===== src/rtl/cmp_pkg.sv =====
// rtl/cmp_pkg.sv - zone encodings shared by the window comparator and its filter
package cmp_pkg;

  localparam int ZONE_W = 2;

  typedef enum logic [ZONE_W-1:0] {
    ZONE_BELOW  = 2'b00,
    ZONE_INSIDE = 2'b01,
    ZONE_ABOVE  = 2'b10
  } zone_e;

endpackage


===== src/rtl/cmp_qual_filter.sv =====
// rtl/cmp_qual_filter.sv - persistence filter, strobes accept after QUAL stable cycles
//
// Ports:
//   clk, rst_n : clock, asynchronous active-low reset
//   en         : evaluation enable; low holds the run counter at 0
//   clr        : clears the run counter (threshold reload), suppresses accept
//   cand       : candidate zone this cycle
//   zone       : currently accepted zone
//   accept     : combinational strobe; the owner registers cand into zone on this edge
module cmp_qual_filter
  import cmp_pkg::*;
#(
  parameter int QUAL = 3
) (
  input  logic              clk,
  input  logic              rst_n,
  input  logic              en,
  input  logic              clr,
  input  logic [ZONE_W-1:0] cand,
  input  logic [ZONE_W-1:0] zone,
  output logic              accept
);

  localparam int CNT_W = (QUAL < 2) ? 1 : $clog2(QUAL + 1);
  localparam logic [CNT_W-1:0] QUAL_C = CNT_W'(QUAL);

  logic [CNT_W-1:0]  cnt_q;
  logic [CNT_W-1:0]  cnt_d;
  logic [CNT_W-1:0]  cnt_inc;
  logic [ZONE_W-1:0] prev_cand_q;

  // A candidate that differs from last cycle's starts a fresh run of 1;
  // the counter never exceeds QUAL because reaching it clears it.
  always_comb begin
    cnt_inc = (cand == prev_cand_q) ? cnt_q + CNT_W'(1) : CNT_W'(1);
    cnt_d   = cnt_q;
    accept  = 1'b0;
    if (!en || clr || (cand == zone)) begin
      cnt_d = '0;
    end else if (cnt_inc == QUAL_C) begin
      accept = 1'b1;
      cnt_d  = '0;
    end else begin
      cnt_d = cnt_inc;
    end
  end

  always_ff @(posedge clk or negedge rst_n) begin
    if (!rst_n) begin
      cnt_q       <= '0;
      prev_cand_q <= ZONE_BELOW;
    end else begin
      cnt_q       <= cnt_d;
      prev_cand_q <= cand;
    end
  end

endmodule


===== src/rtl/count_window_cmp.sv =====
// rtl/count_window_cmp.sv - windowed comparator with hysteresis, qualification and dwell
//
// Optional feature macro: CMP_DWELL_EN builds the dwell-time counter; when
// undefined, dwell is tied to 0.
//
// Ports:
//   clk, rst_n      : clock, asynchronous active-low reset
//   en              : evaluation enable
//   count           : unsigned counter value to classify
//   thr_load        : load request for thr_lo/thr_hi (rejected if lo > hi)
//   thr_lo, thr_hi  : inclusive window bounds
//   zone            : 00 BELOW, 01 INSIDE, 10 ABOVE
//   enter_p, exit_p : one-cycle pulses on entering / leaving INSIDE
//   cfg_err         : sticky flag for a rejected threshold load
//   dwell           : cycles spent INSIDE, saturating
module count_window_cmp
  import cmp_pkg::*;
#(
  parameter int WIDTH   = 8,
  parameter int HYST    = 2,
  parameter int QUAL    = 3,
  parameter int DWELL_W = 16
) (
  input  logic               clk,
  input  logic               rst_n,
  input  logic               en,
  input  logic [WIDTH-1:0]   count,
  input  logic               thr_load,
  input  logic [WIDTH-1:0]   thr_lo,
  input  logic [WIDTH-1:0]   thr_hi,
  output logic [ZONE_W-1:0]  zone,
  output logic               enter_p,
  output logic               exit_p,
  output logic               cfg_err,
  output logic [DWELL_W-1:0] dwell
);

  // Two extra bits keep bound +/- HYST from wrapping and allow a sign.
  localparam int SW = WIDTH + 2;
  localparam logic signed [SW-1:0] HYST_S = SW'(HYST);

  logic [WIDTH-1:0] lo_q;
  logic [WIDTH-1:0] hi_q;
  zone_e            zone_q;
  zone_e            cand;
  logic             load_ok;
  logic             accept;

  logic signed [SW-1:0] cnt_s;
  logic signed [SW-1:0] lo_s;
  logic signed [SW-1:0] hi_s;

  assign load_ok = thr_load && (thr_lo <= thr_hi);

  always_ff @(posedge clk or negedge rst_n) begin
    if (!rst_n) begin
      lo_q    <= '0;
      hi_q    <= '1;
      cfg_err <= 1'b0;
    end else if (thr_load) begin
      if (load_ok) begin
        lo_q    <= thr_lo;
        hi_q    <= thr_hi;
        cfg_err <= 1'b0;
      end else begin
        cfg_err <= 1'b1;
      end
    end
  end

  // Entry into INSIDE needs the count HYST past the bound; leaving INSIDE
  // happens at the bound itself, so small reversals do not chatter.
  always_comb begin
    cnt_s = $signed({2'b00, count});
    lo_s  = $signed({2'b00, lo_q});
    hi_s  = $signed({2'b00, hi_q});
    cand  = zone_q;
    unique case (zone_q)
      ZONE_BELOW: begin
        if (cnt_s > hi_s + HYST_S)       cand = ZONE_ABOVE;
        else if (cnt_s >= lo_s + HYST_S) cand = ZONE_INSIDE;
        else                             cand = ZONE_BELOW;
      end
      ZONE_INSIDE: begin
        if (cnt_s < lo_s)      cand = ZONE_BELOW;
        else if (cnt_s > hi_s) cand = ZONE_ABOVE;
        else                   cand = ZONE_INSIDE;
      end
      ZONE_ABOVE: begin
        if (cnt_s < lo_s - HYST_S)       cand = ZONE_BELOW;
        else if (cnt_s <= hi_s - HYST_S) cand = ZONE_INSIDE;
        else                             cand = ZONE_ABOVE;
      end
      default: cand = ZONE_BELOW;
    endcase
  end

  cmp_qual_filter #(
    .QUAL (QUAL)
  ) u_qual (
    .clk    (clk),
    .rst_n  (rst_n),
    .en     (en),
    .clr    (load_ok),
    .cand   (cand),
    .zone   (zone_q),
    .accept (accept)
  );

  // A direct BELOW<->ABOVE jump never touches INSIDE, so it pulses nothing.
  always_ff @(posedge clk or negedge rst_n) begin
    if (!rst_n) begin
      zone_q  <= ZONE_BELOW;
      enter_p <= 1'b0;
      exit_p  <= 1'b0;
    end else begin
      enter_p <= accept && (cand == ZONE_INSIDE);
      exit_p  <= accept && (zone_q == ZONE_INSIDE);
      if (accept) zone_q <= cand;
    end
  end

  assign zone = zone_q;

`ifdef CMP_DWELL_EN
  logic [DWELL_W-1:0] dwell_q;

  always_ff @(posedge clk or negedge rst_n) begin
    if (!rst_n) begin
      dwell_q <= '0;
    end else if (accept && (cand == ZONE_INSIDE)) begin
      dwell_q <= '0;
    end else if (en && (zone_q == ZONE_INSIDE) && (dwell_q != '1)) begin
      dwell_q <= dwell_q + DWELL_W'(1);
    end
  end

  assign dwell = dwell_q;
`else
  assign dwell = '0;
`endif

endmodule

===== config.mk =====
export PLATFORM = sky130hd
export DESIGN_NAME = count_window_cmp
export DESIGN_NICKNAME = d
export VERILOG_FILES = /design/src/rtl/cmp_pkg.sv /design/src/rtl/cmp_qual_filter.sv /design/src/rtl/count_window_cmp.sv
export SDC_FILE = /design/constraint.sdc
export NUM_CORES = 1
export LEC_CHECK = 0
export CAP_MARGIN = 20
export CORE_ASPECT_RATIO = 0.7
export CORE_UTILIZATION = 38
export CTS_CLUSTER_DIAMETER = 40
export DETAILED_ROUTE_END_ITERATION = 8
export GPL_ROUTABILITY_DRIVEN = 1
export PLACE_DENSITY = 0.58
export REMOVE_ABC_BUFFERS = 1
export SLEW_MARGIN = 20
export SYNTH_ARGS = -nofsm -noshare
export SYNTH_HDL_FRONTEND = slang
export SYNTH_SLANG_ARGS = --single-unit

===== constraint.sdc =====
create_clock -name clk -period 8.5 [get_ports clk]
set_clock_uncertainty 0.2 [all_clocks]
set_input_delay 1.7 -clock clk [delete_from_list [all_inputs] [get_ports clk]]
set_output_delay 1.7 -clock clk [all_outputs]
set_load 0.03 [all_outputs]

==> results by group <==
Setup path
  – Crit. End Element: register
  – Setup CP Type: input port to register
  – Worst R2R Start: hi_q[1]
  – Reg2reg end: zone[1]
  – R2R cell count: 12
  – CP Cell Sequence: clkdlybuf4s50_1 > ha_1 > a21o_1 > a221oi_1 > o21ai_1 > a22o_1 > a32oi_1 > o311ai_1 > nor4_4 > mux2_4
  – Worst EP required: ~8.5 ns
  – CP Launch Type: input port
  – Slowest cell on the critical path: clkdlybuf4s50_1
  – Delay of the slowest cell on the worst path: 0.70 ns
  – WP data arrival: 4.81 ns
  – FF-to-FF setup slack: approximately 4.6 ns
  – Crit-path max FO: 6

Clock tree
  – Clock sinks: 25
  – Worst-Skew Late Latency: 0.27 ns
  – CTS tree: done
  – CTS clk-pin slew, worst paths: roughly 0.09 ns
  – CTS max path bufs: 2
  – Clock Root Buffer: clkbuf_8
  – Htree depth: 1
  – CTS Buf Count: 3
  – CTS Hold Bufs: 0
  – Post_cts resized: 0
  – Post-CTS setup repair buffer count: 0

Synth
  – Synth warn: 0
  – Top FF cell, synth: dfrtp_1
  – Synthesized instance count: 302
  – Synth top area cells: ha_1 24%, dfrtp_1 15%, dfstp_2 7.5%, xnor2_1 6.6%, buf_4 4.3%
  – Avg Inst Size Synth: just over 9 µm²
  – Commonest cells post-synth: 54 x ha_1, 24 x inv_1, 21 x xnor2_1
  – Top cell type's share of synthesized area: 24.1%
  – Cell variety after synth: 57
  – Post-synthesis sequential area ratio: 22.7%
  – Largest area contributor in the netlist: ha_1
  – EDFF count, synth: 0
  – Count leader, synth: ha_1
  – Async SR Flop Fraction: 100%
  – Mapped cell area: 2800 µm²
  – #FFs+latches synth: 25

Detailed routing
  – ANT nets after route: 0
  – Vias: 2232
  – Initial DRC Count: 43
  – Residual DRC: 0
  – Routed WL: between 6000 and 7000 µm
  – 1st-pass router iterations: 4
  – Avg WL per Cell: 15.2 µm
  – Vias per inst: between 5 and 6

Timing
  – Setup TNS: 0 ns
  – Crit share post-route: 56.9%
  – Setup violations, final: 0
  – Pin slew with the least headroom to its limit: 0.605 ns
  – Max frequency: 207 MHz
  – Unrepaired setup endpoints after global routing: no
  – Minimum clock period: 4.84 ns
  – Max_slew headroom: just under 60%
  – Hold Violations, Final: 0
  – Slew Limit Fails: 0

Global route
  – Initial antenna violation count: 0
  – Vias in the first global route: 2174
  – First-pass GRT wire length: approximately 11000 µm
  – Largest net degree at the start of global routing: 27
  – GRT Overall Usage: 17.8%
  – GRT overflow: 0

Min path
  – Hold_sp: u_qual.cnt_q[1]
  – Hold Path Depth: 1
  – HP Class: register to register
  – WHS Endpoint: u_qual.cnt_q[1]

Cells and area
  – Share of cells above drive strength 1: 10.8%
  – Non-filler cells, final: 427
  – Final #Nets: 416
  – Fin util: 46.4%
  – Area growth, synth to finish: 14.9%
  – Ant. Diodes: 0
  – Final Instance Area: 3220 µm²

Placement
  – Final HPWL DP: 5520 µm
  – Cell Count Post-Placement: ~420
  – Placed cell area: 3170 µm²
  – Buffers on Ports: 32
  – GP Congestion: 0.857

Power
  – Worst VDD drop: 0.0830 mV
  – Leakage: about 1.5 nW
  – PD cells: 201 nW/µm²

Floorplan
  – Initial Util: 40.4%
  – Cell Rows: 25
  – Die height: 73.9 µm
  – Die X: 105 µm
  – Total die area: 7730 µm²
  – # IOs: 49
  – Core area: a little under 7000 µm²

Job
  – Max Cap Viol: 0

Run status
  – Status: complete, no violations
## state kept, by name, indices dropped and copies added (netlist names)
name                flops
hi_q                    8
lo_q                    8
u_qual.cnt_q            2
u_qual.prev_cand_q      2
zone                    2
cfg_err                 1
enter_p                 1
exit_p                  1
## worst max-delay path by stage
stage | depth (start not counted) | slack, ns | endpoint | startpoint
floorplan | 10 | 3.44 | zone[1] | thr_hi[1]
global route | 10 | 3.49 | zone[1] | count[3]
CTS | 10 | 3.67 | zone[1] | count[3]
detailed placement | 10 | 3.36 | zone[1] | count[3]
global placement | 10 | 3.43 | zone[1] | count[3]
finish | 10 | 3.66 | zone[1] | count[3]
## critical path: cells and delay by family
kind            cells  cell delay, ns
compound gates      6            1.33
buf+inv             1            0.70
simple gates        1            0.43
mux                 1            0.33
fa+ha+maj           1            0.31
## logic make-up (layout without fill, tap and decap cells)
family	count (synthesis)	count (layout)	share of synthesized area, %
other	1	16	0.134
adder cells (fa/ha/maj)	54	54	24.1
XOR/XNOR	22	22	7.14
flip-flops	25	25	22.7
AND/OR/NAND/NOR	73	73	14.8
multiplexers	10	10	4.10
AO/OA/AOI/OAI	66	66	17.9
buffers and inverters	51	67	9.10
## cell usage in the layout (no fill, tap or decap), drive strengths merged, types with 2 or more instances in the layout
cell           Yosys  final
a2111oi            2      2
a211o              2      2
a21o               7      7
a21oi              9      9
a221oi             2      2
a22o               2      2
a31oi              3      3
and2               3      3
and3               4      4
buf               19      2
clkbuf             3      3
clkdlybuf4s50      0     32
conb               1     16
dfrtp             17     17
dfstp              8      8
ha                54     54
inv               29     29
mux2               9      9
nand2             14     14
nand2b             3      3
nand3             15     15
nand4              5      5
nor2               7      7
nor2b              6      6
nor3               8      8
nor4               2      2
o21a               7      7
o21ai             16     16
o311ai             2      2
o31ai              4      4
xnor2             21     21
## metal layers
| metal | global-route usage (%) | vias up | wire [µm] |
|---|---|---|---|
| met2 | 27.8 | 49 | 2670 |
| met4 | 1.56 | 0 | 42 |
| met5 | 0 | - | 0 |
| met1 | 26.6 | 1053 | 3500 |
| met3 | 2.93 | 5 | 289 |
| li1 | - | 1125 | - |
## power breakdown
group	switching (W)	internal, W
sequential	0.0000409	0.000151
combinational	0.000209	0.000175
clock	0.0000397	0.0000333
total	0.000290	0.000359
## cell type report
class                           instances  area, µm²
Timing Repair Buffer                   34        335
Multi-Input combinational cell        241       1980
Clock buffer                            3       41.3
Clock inverter                          1       7.51
Fill cell                             689       3720
Inverter                               29        109
Tap cell                               94        118
Sequential cell                        25        636
## per-stage QoR
| stage | total power, W | hold WS, ns | worst slack [ns] |
|---|---|---|---|
| after floorplan | 0.000468 | 0.224 | 3.44 |
| after global placement | 0.000571 | 0.251 | 3.43 |
| after detailed placement | 0.000575 | 0.268 | 3.36 |
| after CTS | 0.000649 | 0.284 | 3.67 |
| after global routing | 0.000709 | 0.305 | 3.49 |
| final | 0.000648 | 0.282 | 3.66 |
Note: power is estimated with default switching activity, not from simulation.
